`src/rtl/uart_cmd_pkg.sv`:
```
// Shared definitions for the UART command controller.
//   SYNC_BYTE / ACK_BYTE / NAK_BYTE : framing and reply byte values
//   rx_state_t                      : packet framing FSM states
//   ack_state_t                     : reply transmitter sequencing states
//   calc_chk()                      : packet checksum (CMD xor DATA)
package uart_cmd_pkg;

  localparam logic [7:0] SYNC_BYTE = 8'hA5;
  localparam logic [7:0] ACK_BYTE  = 8'h06;
  localparam logic [7:0] NAK_BYTE  = 8'h15;

  typedef enum logic [1:0] {
    WAIT_SYNC,
    GET_CMD,
    GET_DATA,
    GET_CHK
  } rx_state_t;

  typedef enum logic {
    A_IDLE,
    A_WAIT
  } ack_state_t;

  function automatic logic [7:0] calc_chk(input logic [7:0] cmd, input logic [7:0] data);
    return cmd ^ data;
  endfunction

endpackage

```
`src/rtl/uart_cmd_ack.sv`:
```
// Reply sequencer: a single-entry pending slot feeding the UART transmitter.
// Ports:
//   clk, rst_n    : clock, asynchronous active-low reset
//   queue_valid   : one-cycle request to send queue_code (overwrites any pending code)
//   queue_code    : ACK/NAK byte to queue
//   tx_done_tick  : transmitter finished the byte in flight
//   tx_start      : one-cycle strobe to start transmitting tx_din
//   tx_din        : byte being transmitted, stable until tx_done_tick
//   ack_busy      : a byte is in flight (FSM not idle)
module uart_cmd_ack
  import uart_cmd_pkg::*;
(
  input  logic       clk,
  input  logic       rst_n,
  input  logic       queue_valid,
  input  logic [7:0] queue_code,
  input  logic       tx_done_tick,
  output logic       tx_start,
  output logic [7:0] tx_din,
  output logic       ack_busy
);

  ack_state_t state_q, state_d;
  logic       pending_q, pending_d;
  logic [7:0] pend_code_q, pend_code_d;
  logic       tx_start_q, tx_start_d;
  logic [7:0] tx_din_q, tx_din_d;

  always_comb begin
    state_d     = state_q;
    pending_d   = pending_q;
    pend_code_d = pend_code_q;
    tx_start_d  = 1'b0;
    tx_din_d    = tx_din_q;

    case (state_q)
      A_IDLE: begin
        if (pending_q) begin
          tx_start_d = 1'b1;
          tx_din_d   = pend_code_q;
          pending_d  = 1'b0;
          state_d    = A_WAIT;
        end
      end
      A_WAIT: begin
        if (tx_done_tick) begin
          state_d = A_IDLE;
        end
      end
      default: state_d = A_IDLE;
    endcase

    // Applied after the consume above so that a code queued in the same
    // cycle the slot is drained stays pending (most recent wins).
    if (queue_valid) begin
      pending_d   = 1'b1;
      pend_code_d = queue_code;
    end
  end

  always_ff @(posedge clk or negedge rst_n) begin
    if (!rst_n) begin
      state_q     <= A_IDLE;
      pending_q   <= 1'b0;
      pend_code_q <= 8'h00;
      tx_start_q  <= 1'b0;
      tx_din_q    <= 8'h00;
    end else begin
      state_q     <= state_d;
      pending_q   <= pending_d;
      pend_code_q <= pend_code_d;
      tx_start_q  <= tx_start_d;
      tx_din_q    <= tx_din_d;
    end
  end

  assign tx_start = tx_start_q;
  assign tx_din   = tx_din_q;
  assign ack_busy = (state_q != A_IDLE);

endmodule

```
`src/rtl/uart_cmd_ctrl.sv`:
```
// Packet-level controller between the UART receiver and the game logic.
// Frames SYNC/CMD/DATA/CHK packets, checks CHK = CMD ^ DATA, aborts a packet
// when the gap between its bytes reaches TIMEOUT_CYCLES, strobes valid
// commands out and answers every completed packet with ACK or NAK.
// Ports:
//   clk, rst_n         : clock, asynchronous active-low reset
//   rx_done_tick, dout : received byte strobe and value
//   tx_done_tick       : transmitter finished current byte
//   tx_start, tx_din   : transmit request strobe and byte
//   cmd_valid          : one-cycle strobe, new command on cmd_code/cmd_data
//   cmd_code, cmd_data : last valid command, held until the next one
//   err_cnt            : saturating count of checksum errors plus timeouts
//   busy               : packet in progress or reply in flight
module uart_cmd_ctrl
  import uart_cmd_pkg::*;
#(
  parameter int TIMEOUT_CYCLES = 100000,
  parameter int ERR_W          = 8
) (
  input  logic             clk,
  input  logic             rst_n,
  input  logic             rx_done_tick,
  input  logic [7:0]       dout,
  input  logic             tx_done_tick,
  output logic             tx_start,
  output logic [7:0]       tx_din,
  output logic             cmd_valid,
  output logic [7:0]       cmd_code,
  output logic [7:0]       cmd_data,
  output logic [ERR_W-1:0] err_cnt,
  output logic             busy
);

  localparam int                TO_W    = $clog2(TIMEOUT_CYCLES);
  localparam logic [TO_W-1:0]   TO_LAST = TO_W'(TIMEOUT_CYCLES - 1);
  localparam logic [ERR_W-1:0]  ERR_MAX = {ERR_W{1'b1}};

  rx_state_t        rx_state_q, rx_state_d;
  logic [7:0]       cmd_q, cmd_d;
  logic [7:0]       data_q, data_d;
  logic [7:0]       cmd_code_q, cmd_code_d;
  logic [7:0]       cmd_data_q, cmd_data_d;
  logic             cmd_valid_q, cmd_valid_d;
  logic [ERR_W-1:0] err_cnt_q, err_cnt_d;
  logic [TO_W-1:0]  to_cnt_q, to_cnt_d;

  logic             timeout;
  logic             err_inc;
  logic             queue_valid;
  logic [7:0]       queue_code;
  logic             ack_busy;

  always_comb begin
    rx_state_d  = rx_state_q;
    cmd_d       = cmd_q;
    data_d      = data_q;
    cmd_code_d  = cmd_code_q;
    cmd_data_d  = cmd_data_q;
    cmd_valid_d = 1'b0;
    err_inc     = 1'b0;
    queue_valid = 1'b0;
    queue_code  = ACK_BYTE;

    // A byte arriving on the expiry cycle takes priority over the abort.
    timeout = (rx_state_q != WAIT_SYNC) && !rx_done_tick && (to_cnt_q == TO_LAST);

    if (rx_done_tick || (rx_state_q == WAIT_SYNC) || timeout) begin
      to_cnt_d = '0;
    end else begin
      to_cnt_d = to_cnt_q + 1'b1;
    end

    if (timeout) begin
      rx_state_d = WAIT_SYNC;
      err_inc    = 1'b1;
    end else if (rx_done_tick) begin
      case (rx_state_q)
        WAIT_SYNC: begin
          if (dout == SYNC_BYTE) begin
            rx_state_d = GET_CMD;
          end
        end
        GET_CMD: begin
          cmd_d      = dout;
          rx_state_d = GET_DATA;
        end
        GET_DATA: begin
          data_d     = dout;
          rx_state_d = GET_CHK;
        end
        GET_CHK: begin
          rx_state_d  = WAIT_SYNC;
          queue_valid = 1'b1;
          if (dout == calc_chk(cmd_q, data_q)) begin
            cmd_valid_d = 1'b1;
            cmd_code_d  = cmd_q;
            cmd_data_d  = data_q;
            queue_code  = ACK_BYTE;
          end else begin
            err_inc    = 1'b1;
            queue_code = NAK_BYTE;
          end
        end
        default: rx_state_d = WAIT_SYNC;
      endcase
    end

    if (err_inc && (err_cnt_q != ERR_MAX)) begin
      err_cnt_d = err_cnt_q + 1'b1;
    end else begin
      err_cnt_d = err_cnt_q;
    end
  end

  always_ff @(posedge clk or negedge rst_n) begin
    if (!rst_n) begin
      rx_state_q  <= WAIT_SYNC;
      cmd_q       <= 8'h00;
      data_q      <= 8'h00;
      cmd_code_q  <= 8'h00;
      cmd_data_q  <= 8'h00;
      cmd_valid_q <= 1'b0;
      err_cnt_q   <= '0;
      to_cnt_q    <= '0;
    end else begin
      rx_state_q  <= rx_state_d;
      cmd_q       <= cmd_d;
      data_q      <= data_d;
      cmd_code_q  <= cmd_code_d;
      cmd_data_q  <= cmd_data_d;
      cmd_valid_q <= cmd_valid_d;
      err_cnt_q   <= err_cnt_d;
      to_cnt_q    <= to_cnt_d;
    end
  end

  uart_cmd_ack u_ack (
    .clk          (clk),
    .rst_n        (rst_n),
    .queue_valid  (queue_valid),
    .queue_code   (queue_code),
    .tx_done_tick (tx_done_tick),
    .tx_start     (tx_start),
    .tx_din       (tx_din),
    .ack_busy     (ack_busy)
  );

  assign cmd_valid = cmd_valid_q;
  assign cmd_code  = cmd_code_q;
  assign cmd_data  = cmd_data_q;
  assign err_cnt   = err_cnt_q;
  assign busy      = (rx_state_q != WAIT_SYNC) || ack_busy;

endmodule

```
`config.mk`:
```
export PLATFORM = sky130hd
export DESIGN_NAME = uart_cmd_ctrl
export DESIGN_NICKNAME = d
export VERILOG_FILES = /design/src/rtl/uart_cmd_pkg.sv /design/src/rtl/uart_cmd_ack.sv /design/src/rtl/uart_cmd_ctrl.sv
export SDC_FILE = /design/constraint.sdc
export NUM_CORES = 1
export LEC_CHECK = 0
export ABC_AREA = 0
export CAP_MARGIN = 30
export CORE_MARGIN = 10
export CORE_UTILIZATION = 25
export CTS_CLUSTER_DIAMETER = 30
export DETAILED_ROUTE_END_ITERATION = 12
export HOLD_SLACK_MARGIN = 0.12
export PLACE_DENSITY = 0.5
export SETUP_SLACK_MARGIN = 0.3
export SYNTH_ARGS = -nofsm -noshare
export SYNTH_HDL_FRONTEND = slang
export SYNTH_SLANG_ARGS = --single-unit
export TNS_END_PERCENT = 5
```
`constraint.sdc`:
```
create_clock -name clk -period 3.73 [get_ports clk]
set_input_delay 0.373 -clock clk [delete_from_list [all_inputs] [get_ports clk]]
set_output_delay 0.373 -clock clk [all_outputs]
set_load 0.005 [all_outputs]
```
Yosys cells after proc, flatten, opt, wreduce, memory -nomap -nowiden
Cells that the tools add are included.
{"block": "op_classes", "n_eq_ne": 9, "bitwise_logic": 3, "reduce_logical": 15, "n_mux": 26, "add_sub_neg": 2}
{"op": "2-to-1 mux 5 bit", "count": 4}
{"op": "adder 17 x 1 -> 17 bit, second input constant", "count": 1}
{"op": "equality test 17 bit, second input constant", "count": 1}
{"op": "2-to-1 mux 17 bit", "count": 1}
{"op": "2-to-1 mux 1 bit", "count": 16}
{"op": "adder 8 x 1 -> 8 bit, second input constant", "count": 1}
{"op": "equality test 8 bit", "count": 1}
{"op": "equality test 8 bit, second input constant", "count": 1}
{"op": "inequality test 8 bit, second input constant", "count": 1}
{"op": "case mux 2 bit (4 select lines)", "count": 1}
{"op": "XOR 8 bit", "count": 1}
{"op": "2-to-1 mux 2 bit", "count": 3}
{"op": "AND reduction 3 bit", "count": 2}
{"op": "equality test 2 bit, second input constant", "count": 2}
{"op": "AND reduction 2 bit", "count": 2}
{"op": "AND reduction 4 bit", "count": 1}
{"op": "nonzero test 2 bit", "count": 2}
{"op": "logical AND 1 bit", "count": 3}
{"op": "logical OR 1 bit", "count": 3}
{"op": "inequality test 3 x 2 -> 1 bit, second input constant", "count": 1}
{"op": "equality test 2 x 1 -> 1 bit, second input constant", "count": 1}
{"op": "zero test 2 bit", "count": 1}
{"op": "inequality test 2 bit, second input constant", "count": 1}
{"op": "inverter 1 bit", "count": 2}
{"op": "2 further kinds", "count": 2}
{"block": "totals", "wordCells": 68, "ff_bits": 79}

Longest topological paths before layout
Gate-level depths: netlist of the first run.
{"block": "depth", "word_depth": 7, "mapped_depth": 8}

By module
From an unflattened synthesis of the first run, not the netlist that was laid out.
{"block": "unflattened", "cells_unflattened": 273, "hier_area_um2": 3628.5}
{"mod": "uart_cmd_ctrl", "instances": 1, "seq_area_each_um2": 1501.4, "area_per_inst_um2": 2900.3, "cells_per_inst": 232}
{"mod": "uart_cmd_ack", "instances": 1, "seq_area_each_um2": 475.5, "area_per_inst_um2": 728.2, "cells_per_inst": 41}

Worst setup path after synthesis of the first run
No wires, ideal clock.
{"block": "synth_timing", "kind": "register to register", "start": "register to_cnt_q[0]", "end": "register err_cnt_q[1], in the netlist err_cnt[1]", "path_stages_with_launch": 8, "required_ns": 3.605, "arrival_ns": 2.060, "path_slack_ns": 1.546, "setup_ns": 0.125, "n_path_buf": 1, "path_cell_list": "dfrtp_1 > ha_1 > and4_1 > nand2_1 > or4_1 > buf_2 > a21oi_1 > mux2_2"}
{"block": "synth_via", "elab_chain_cells": 4}
{"item": "start: declaration", "line": "uart_cmd_ctrl.sv:45", "source": "logic [TO_W-1:0] to_cnt_q, to_cnt_d;"}
{"item": "start signal: assignment", "line": "uart_cmd_ctrl.sv:133", "source": "to_cnt_q <= to_cnt_d;"}
{"item": "equality test 17 bit", "line": "uart_cmd_ctrl.sv:65", "source": "timeout = (rx_state_q != WAIT_SYNC) && !rx_done_tick && (to_cnt_q == TO_LAST);"}
{"item": "logical AND 1 bit", "line": "uart_cmd_ctrl.sv:65"}
{"item": "2-to-1 mux 1 bit", "line": "uart_cmd_ctrl.sv:73", "source": "if (timeout) begin"}
{"item": "logical AND 1 bit", "line": "uart_cmd_ctrl.sv:108", "source": "if (err_inc && (err_cnt_q != ERR_MAX)) begin"}
{"item": "end signal: assignment", "line": "uart_cmd_ctrl.sv:132", "source": "err_cnt_q <= err_cnt_d;"}
{"item": "end: declaration", "line": "uart_cmd_ctrl.sv:44", "source": "logic [ERR_W-1:0] err_cnt_q, err_cnt_d;"}
Every way passes these cells.
A chain may end at the register's enable or synchronous reset.

Worst setup path in the final report of the first run
Same ends and word-level chain as after synthesis.

==> results.json, run 1 <==
{
  "syn_area_um2": 3202,
  "final_cell_area_um2": 4119,
  "worstPathMaxFanout": 7,
  "wl_met2_mm": 3.113,
  "hold_viol": 0,
  "drv_cap": 0,
  "cp.arrival_ps": 2650,
  "vias_per_cell": 4.272,
  "grt_overflow": 0,
  "r2r_cells": 6,
  "synthDistinctLibCells": 38,
  "synthMuxAreaShare_pct": 14.42,
  "dieHeight_um": 133.2,
  "startpoint_type": "flip-flop",
  "num_antenna_cells": 0,
  "finClkSkew_ps": 4.020,
  "finalSetupViolCount": 0,
  "synth.avg_cell_area_um2": 12.76,
  "tns_ps": 0,
  "drtAntennaViolNets": 0,
  "cts_root_buf": "clkbuf_16",
  "power_frac_seq_pct": 41.5,
  "hp-class": "reg2reg",
  "cts_resized": 0,
  "fin_ws_ps": 1290,
  "drt_wl_total_mm": 6.666,
  "switching_share_pct": 27.14,
  "required_ps": 3940,
  "synthSimpleGateAreaFrac_pct": 12.50,
  "p_comb_share_pct": 28.6,
  "relSlewSlack_pct": 59.11,
  "hold_path_depth": 1,
  "core_um2": 12570,
  "grt_use_total_pct": 8.033,
  "ios": 47,
  "clk_pin_slew_ps": 60,
  "end_kind": "flip-flop",
  "drc": 0,
  "cts_sinks": 69,
  "wl_per_cell_um": 13.86,
  "p_sw_mw": 0.6970,
  "nets": 323,
  "topRoutingLayerUsed": "met4",
  "synth_warnings": 0,
  "die_width_um": 133.2,
  "hold_start": "u_ack.pend_code_q[2]",
  "fin_crit_ps": 2440,
  "grt_first_pass_wirelength_mm": 11.41,
  "fill_cells": 1270,
  "rsz0062_at_grt": "false",
  "dieArea_um2": 17730,
  "netlist_instances": 251,
  "first_pass_iters": 4,
  "start_util_pct": 25.48,
  "final_cell_mix": "69 x dfrtp_1, 41 x clkdlybuf4s50_1, 40 x mux2_2",
  "place_ws_ps": 1053,
  "drive_gt1_share_pct": 20.71,
  "routed-wl-met3_um": 398,
  "htree_levels": 3,
  "grt_max_degree": 42,
  "cts_tree": "built",
  "powerDensity_nw_per_um2": 623.6,
  "p_leak_nw": 1.839,
  "reg2reg_to": "err_cnt[1]",
  "fmax_mhz": 409.9,
  "cts.path.max_buffers": 2,
  "yosys.area_share.adder_pct": 2.735,
  "synthXorXnorAreaFrac_pct": 10.28,
  "antenna_found_initial": 0,
  "final_max_slew_viol_count": 0,
  "synth_top_family_by_area": "multiplexers",
  "r2r-start": "to_cnt_q[0]",
  "synth_compound_area_share_pct": 3.478,
  "ys_seq_area_share_pct": 53.93,
  "worstSkewPairLatency_ps": 330,
  "wl_met1_mm": 3.052,
  "r2r_slack_ps": 1290,
  "gp_congestion": 0.7288,
  "vdd_drop_max_mv": 0.2110,
  "hold_path_end": "u_ack.pend_code_q[2]",
  "dr.first_iter.drc_count": 178,
  "synthToLayoutAreaGrowth_pct": 28.64,
  "portBuffers": 42,
  "period_share_pct": 65.41,
  "numCtsBuffers": 9,
  "final_common_cell": "dfrtp_1",
  "rows": 41,
  "dp_hpwl_mm": 4.805,
  "status": "finished clean",
  "ys_ff_latch": 69,
  "path_class": "reg2reg",
  "place_area_um2": 3819,
  "worst_slew_pin_slew_ps": 612.1,
  "pwr-share-clk_pct": 29.8,
  "vias": 2055,
  "internal_power_mw": 1.871,
  "critPathLaunch": "to_cnt_q[0]",
  "grt_pass1_vias": 2247
}
state kept, by name, indices dropped and copies added (netlist names):
signal and flops:
data_q 8, u_ack.pend_code_q 3, u_ack.pending_q 1, to_cnt_q 17
rx_state_q 2, u_ack.tx_start 1, u_ack.ack_busy 1, cmd_q 8
cmd_valid 1, err_cnt 8, u_ack.tx_din 3, cmd_code 8
cmd_data 8
metal layers:
layer | vias up | GRT usage, %
met3 | 9 | 3.346
met4 | 0 | 2.902
met5 | - | 0
met1 | 1032 | 9.752
li1 | 977 | -
met2 | 37 | 12.51
worst max path at each step:
stage	end	slack (ps)	depth (start not counted)
after floorplan	err_cnt[1]	1550	7
after global placement	err_cnt[1]	1140	6
after detailed placement	err_cnt[1]	1050	6
after CTS	err_cnt[1]	1280	6
after global routing	err_cnt[1]	1140	7
final	err_cnt[1]	1290	6
cells in the mapped netlist, drive strengths merged:
master	number	area, um^2
dfrtp	69	1727
mux2	41	461.7
nor2	22	82.58
nand2	18	67.56
xor2	14	122.6
nand3	11	55.05
xnor3	8	180.2
buf	7	47.55
ha	7	87.58
inv	7	26.28
a21oi	5	25.02
and3	4	25.02
and4	4	35.03
nand4	4	25.02
o21ai	3	15.01
xnor2	3	26.28
a21boi	2	15.01
clkbuf	2	7.510
nand2b	2	12.51
or4bb	2	22.52
a2111oi	1	15.01
a21o	1	7.510
a32o	1	10.01
and2	1	6.260
conb	1	3.750
nand4b	1	8.760
nor2b	1	6.260
nor3	1	10.01
nor4	1	6.260
nor4b	1	15.01
o21bai	1	7.510
o2bb2ai	1	8.760
o31ai	1	7.510
or3	1	6.260
or3b	1	8.760
or4	1	7.510
power groups by stage:
stage               registers (mW)  logic (mW)  clock network (mW)
floorplan                     1.05       0.498                   0
global placement              1.08       0.747                   0
detailed placement            1.08       0.754                   0
CTS                           1.07       0.757               0.791
global route                  1.10       0.816               0.835
finish                        1.07       0.736               0.766
through the flow:
step / hold WS [ps] / cells / util [%] / power [mW]
floorplan: 77.41 / 254 / - / 1.547
global placement: 454.7 / 463 / 30.38 / 1.823
detailed placement: 454.7 / 463 / 30.38 / 1.837
CTS: 231.4 / 479 / 32.53 / 2.619
global route: 485.9 / 481 / 32.77 / 2.749
finish: 459.8 / 481 / 32.77 / 2.569
worst max-delay path: stages (launching register included):
cell and delay [ps]:
dfrtp_1 380, ha_1 220, and4_1 270, nand2_1 120
or4_1 680, a21oi_1 280, mux2_2 360
logic make-up (layout without fill, tap and decap cells):
logic type                 Yosys count  count (layout)
and+or+nand+nor                     76              76
DFF                                 69              69
muxes                               41              41
xor gates and xnor gates            25              25
AOI/OAI and AO/OA                   16              16
buffers and inverters               16              71
adders and majority gates            7               7
other                                1               4
area by class of cell:
cell class              count  area [um^2]  share of cell area [%]
multi-input cells         169         1405                   34.11
clock inverters             4        23.77                  0.5772
well taps                 172        215.2                   5.225
clock buffers              12        246.5                   5.984
inverters                   7        26.28                  0.6379
repair buffers             48        475.5                   11.54
flip-flops and latches     69         1727                   41.92
what timing repair did:
item / in CTS / in global routing
buffers inserted: 0 / 0
hold buffers: 0 / 1
hold endpoints to repair: 0 / 12
No activity file was read; power rests on OpenSTA's default activity.
==> run 2: changes to the inputs <==
--- a/config.mk
+++ b/config.mk
@@ -12,7 +12,7 @@
 export CTS_CLUSTER_DIAMETER = 30
 export DETAILED_ROUTE_END_ITERATION = 12
 export HOLD_SLACK_MARGIN = 0.12
-export PLACE_DENSITY = 0.5
+export PLACE_DENSITY = 0.51
 export SETUP_SLACK_MARGIN = 0.3
 export SYNTH_ARGS = -nofsm -noshare
 export SYNTH_HDL_FRONTEND = slang
==> constraint.sdc (replaced) <==
create_clock -name clk -period 2 [get_ports clk]
set_input_delay 0.2 -clock clk [delete_from_list [all_inputs] [get_ports clk]]
set_output_delay 0.2 -clock clk [all_outputs]
set_load 0.005 [all_outputs]
==> run 2 against run 1 <==
  * The run now ends with setup timing left
  * Setup slack worse by 1400 ps
  * Register-to-register slack worse by 1400 ps
  * Sequential cell count unchanged
  * Largest cell class unchanged
==> results.json, run 2 (synthesis gave the netlist of run 1 again) <==
{
  "ios": 47,
  "fin_ws_ps": -82.98,
  "path_class": "reg2reg",
  "dieHeight_um": 133.2,
  "status": "finished, violations left",
  "gp_congestion": 0.7227,
  "nets": 358,
  "largest_reg_flops": 17,
  "rows": 41,
  "grt_pass1_vias": 2371,
  "vias": 2211,
  "synthToLayoutAreaGrowth_pct": 45.49,
  "core_um2": 12570,
  "fin_crit_ps": 2083,
  "antenna_found_initial": 0,
  "powerDensity_nw_per_um2": 1099,
  "p_leak_nw": 2.104,
  "grt_overflow": 0,
  "portBuffers": 42,
  "drive_gt1_share_pct": 37.32,
  "drtAntennaViolNets": 0,
  "final_common_cell": "dfrtp_1",
  "wl_per_cell_um": 14.08,
  "drt_wl_total_mm": 7.249,
  "cp.arrival_ps": 2300,
  "finClkSkew_ps": 8.552,
  "place_area_um2": 4150,
  "finalSetupViolCount": 8,
  "drc": 0,
  "dr.first_iter.drc_count": 155,
  "num_antenna_cells": 0,
  "worstPathMaxFanout": 7,
  "required_ps": 2210,
  "final_cell_mix": "69 x dfrtp_1, 35 x clkdlybuf4s50_1, 34 x buf_4",
  "power_mw": 5.120,
  "period_share_pct": 104.1,
  "rsz0062_at_grt": "true",
  "numCtsBuffers": 9,
  "startpoint_type": "flip-flop",
  "vdd_drop_max_mv": 0.3979,
  "cts.path.max_buffers": 2,
  "die_width_um": 133.2,
  "final_max_slew_viol_count": 0,
  "worstSkewPairLatency_ps": 340,
  "cts_root_buf": "clkbuf_16",
  "tns_ps": -522.1,
  "grt_use_total_pct": 8.459,
  "htree_levels": 3,
  "first_pass_iters": 4,
  "cts_sinks": 69,
  "dieArea_um2": 17730,
  "start_util_pct": 25.48,
  "vias_per_cell": 4.293,
  "hp-class": "in2reg",
  "cts_tree": "built",
  "dp_hpwl_mm": 4.970,
  "fin_util_pct": 37.06,
  "hold_viol": 0,
  "end_kind": "flip-flop",
  "drv_cap": 0,
  "largest_register": "to_cnt_q",
  "place_ws_ps": -135.9,
  "fmax_mhz": 480.1,
  "clk_pin_slew_ps": 60,
  "grt_max_degree": 70,
  "violations": "setup timing",
  "grt_first_pass_wirelength_mm": 12.11,
  "final_cell_area_um2": 4658
}
[run 2: cell count changes in the layout (fill, tap and decap cells not counted), sizes merged]
cell,before,now
buf,6,41
clkdlybuf4s50,41,35
dlygate4sd2,0,5
clkbuf,12,9
bufinv,0,1
clkinvlp,0,1
dlymetal6s2s,0,1
[run 2: where the power goes]
group,switching (mW),internal [mW]
Sequential,0.275,1.73
Combinational,0.589,0.973
Clock,0.600,0.957
[run 2: critical path, cell delays in order (launching register included)]
cell and delay [ps]:
dfrtp_1 380, nor4b_2 270, nand4b_1 180, or4_4 520
buf_8 160, a21oi_2 140, mux2_4 310
[run 2: metal layers]
metal	GRT usage (%)	share of wire, %	wire, um	vias up
met1	10.39	47	3377	1111
met4	3.446	1.6	117	0
met2	12.92	46	3336	47
met3	3.421	5.8	418	9
met5	0	0	0	-
li1	-	-	-	1044
[run 2: path summary, 6_finish.rpt]
kind,from,end,slack (ps),cells past startpoint
max in group asynchronous,rst_n,u_ack.tx_din[0],1270,3
setup reg to reg,to_cnt_q[6],err_cnt[5],-80,6
hold / removal,dout[1],cmd_q[1],230,2
setup / recovery,to_cnt_q[6],err_cnt[5],-80,6
hold reg to reg,u_ack.pend_code_q[2],u_ack.pend_code_q[2],470,1
min in group asynchronous,rst_n,cmd_data[2],400,3
[run 2: final cells by class]
| class | instances | area [um^2] |
|---|---|---|
| well taps | 172 | 215.2 |
| multi-input cells | 169 | 1630 |
| clock buffers | 9 | 225.2 |
| flip-flops and latches | 69 | 1727 |
| inverters | 7 | 26.28 |
| repair buffers | 83 | 769.5 |
| fillers | 1213 | 7910 |
| clock inverters | 6 | 65.06 |
[run 2: per-stage QoR]
| step | hold WS, ps | std cells |
|---|---|---|
| floorplan | -95.59 | 254 |
| global placement | 257.8 | 498 |
| detailed placement | 257.9 | 498 |
| CTS | 287.7 | 515 |
| global route | 253.5 | 515 |
| finish | 230.5 | 515 |
[run 2: timing repair]
item,in CTS,in global routing
hold buffers,1,0
gates resized for setup,40,20
pin swaps,11,16
endpoints found under the hold margin,69,0
setup buffers,1,0
setup endpoints to repair,38,43
==> run 3: changes to the inputs <==
==> constraint.sdc (replaced) <==
create_clock -name clk -period 1.7 [get_ports clk]
set_input_delay 0.425 -clock clk [delete_from_list [all_inputs] [get_ports clk]]
set_output_delay 0.425 -clock clk [all_outputs]
set_load 0.005 [all_outputs]
==> run 3 against run 2 <==
  * The run still ends with setup timing left
  * Global-route usage about the same
  * First-iteration DRC count down 37%
  * Core utilization increased by 2.0 points
  * Worst hold slack worse by 120 ps
  * Largest cell class unchanged
==> results.json, run 3 (synthesis gave the netlist of run 1 again) <==
{
  "status": "finished, violations left",
  "violations": "setup timing",
  "final_cell_mix": "69 x dfrtp_1, 51 x buf_4, 27 x mux2_4",
  "required_ps": 1910,
  "finClkSkew_ps": 6.628,
  "worstSkewPairLatency_ps": 330,
  "htree_levels": 3,
  "finalSetupViolCount": 44,
  "grt_use_total_pct": 8.487,
  "gp_congestion": 0.7276,
  "place_area_um2": 4340,
  "fin_ws_ps": -394.3,
  "hp-class": "in2async",
  "cts.path.max_buffers": 2,
  "drive_gt1_share_pct": 43.05,
  "cts.hold.buffers_added": 0,
  "end_kind": "flip-flop",
  "hold_viol": 0,
  "cts_root_buf": "clkbuf_16",
  "worstPathMaxFanout": 7,
  "drc": 0,
  "vias_per_cell": 4.213,
  "grt_max_degree": 70,
  "path_cells": "nor4b_2, nand4b_1, or4_4, buf_8, a21boi_2, mux2_2",
  "final_common_cell": "dfrtp_1",
  "grt_first_pass_wirelength_mm": 12.20,
  "num_antenna_cells": 0,
  "cts_sinks": 69,
  "drtAntennaViolNets": 0,
  "grt_pass1_vias": 2375,
  "cp.arrival_ps": 2310,
  "cts_tree": "built",
  "wl_per_cell_um": 13.61,
  "vdd_drop_max_mv": 0.5569,
  "rows": 41,
  "fmax_mhz": 477.5,
  "ios": 47,
  "final_cell_area_um2": 4912,
  "numCtsBuffers": 9,
  "first_pass_iters": 4,
  "p_leak_nw": 2.358,
  "startpoint_type": "flip-flop",
  "path_class": "reg2reg",
  "synthToLayoutAreaGrowth_pct": 53.42,
  "multi_input_area_um2": 1658,
  "period_share_pct": 123.2,
  "dp_hpwl_mm": 5.222,
  "vias": 2271,
  "core_um2": 12570,
  "die_width_um": 133.2,
  "powerDensity_nw_per_um2": 1378,
  "nets": 381,
  "largest_reg_flops": 17,
  "dr.first_iter.drc_count": 97,
  "dieArea_um2": 17730,
  "grt_overflow": 0,
  "dieHeight_um": 133.2,
  "r2r_slack_ps": -390,
  "fin_crit_ps": 2094,
  "start_util_pct": 25.48,
  "final_max_slew_viol_count": 0,
  "max_stage_delay_ps": 530,
  "clk_pin_slew_ps": 60,
  "drv_cap": 0,
  "rsz0062_at_grt": "true",
  "fill_cells": 1226,
  "place_ws_ps": -682.7,
  "portBuffers": 42,
  "drt_wl_total_mm": 7.335,
  "seq_area_um2": 1727,
  "largest_register": "to_cnt_q",
  "fin_util_pct": 39.08,
  "antenna_found_initial": 0,
  "crit_path_top_delay_cell": "or4_4"
}
run 3: worst paths after layout:
kind                                       from                    to  cells past startpoint
max                                to_cnt_q[14]            err_cnt[3]                      6
min                                       rst_n           cmd_data[2]                      2
max reg2reg                        to_cnt_q[14]            err_cnt[3]                      6
min reg2reg                u_ack.pend_code_q[1]  u_ack.pend_code_q[1]                      1
max in group asynchronous                 rst_n         rx_state_q[0]                      2
min in group clk           u_ack.pend_code_q[1]  u_ack.pend_code_q[1]                      1
run 3: metal layers:
layer,track usage [%],vias up,wire length [um]
met5,0,-,0
met4,3.446,0,119
met3,2.556,9,344
met2,13.92,39,3476
met1,10.17,1132,3394
li1,-,1091,-
run 3: final cells by class:
| cell class | count | share of cell area, % |
|---|---|---|
| well taps | 172 | 4.381 |
| repair buffers | 106 | 19.56 |
| inverters | 7 | 0.5349 |
| multi-input cells | 169 | 33.75 |
| clock inverters | 6 | 1.758 |
| clock buffers | 10 | 4.865 |
| flip-flops and latches | 69 | 35.15 |
run 3: critical path, delay by kind of cell, from the launching register on:
family / cells / cell delay [ps]
AND/OR/NAND/NOR: 3 / 980
flip-flops: 1 / 380
AO/OA/AOI/OAI: 1 / 120
buffers and inverters: 1 / 160
multiplexers: 1 / 330
run 3: report_power, final:
| group | internal [mW] | total, mW | switching, mW |
|---|---|---|---|
| clock network | 1.32 | 2.02 | 0.699 |
| logic | 1.62 | 2.46 | 0.842 |
| registers | 2.03 | 2.29 | 0.260 |
run 3: timing repair:
item / CTS / global route
setup buffers: 2 / 1
setup endpoints to repair: 92 / 76
resized for setup: 90 / 49
pin swaps: 16 / 10
run 3: metrics by stage:
step	hold slack, ps	total power [mW]	setup TNS [ps]	std cells
6_report	109.6	6.770	-7722	539
4_1_cts	129.3	6.655	-10400	538
5_1_grt	143.9	7.164	-12110	539
3_3_place_gp	463.9	4.528	-17010	520
2_1_floorplan	129.4	3.455	-6728	254
3_5_place_dp	463.7	4.574	-17970	520
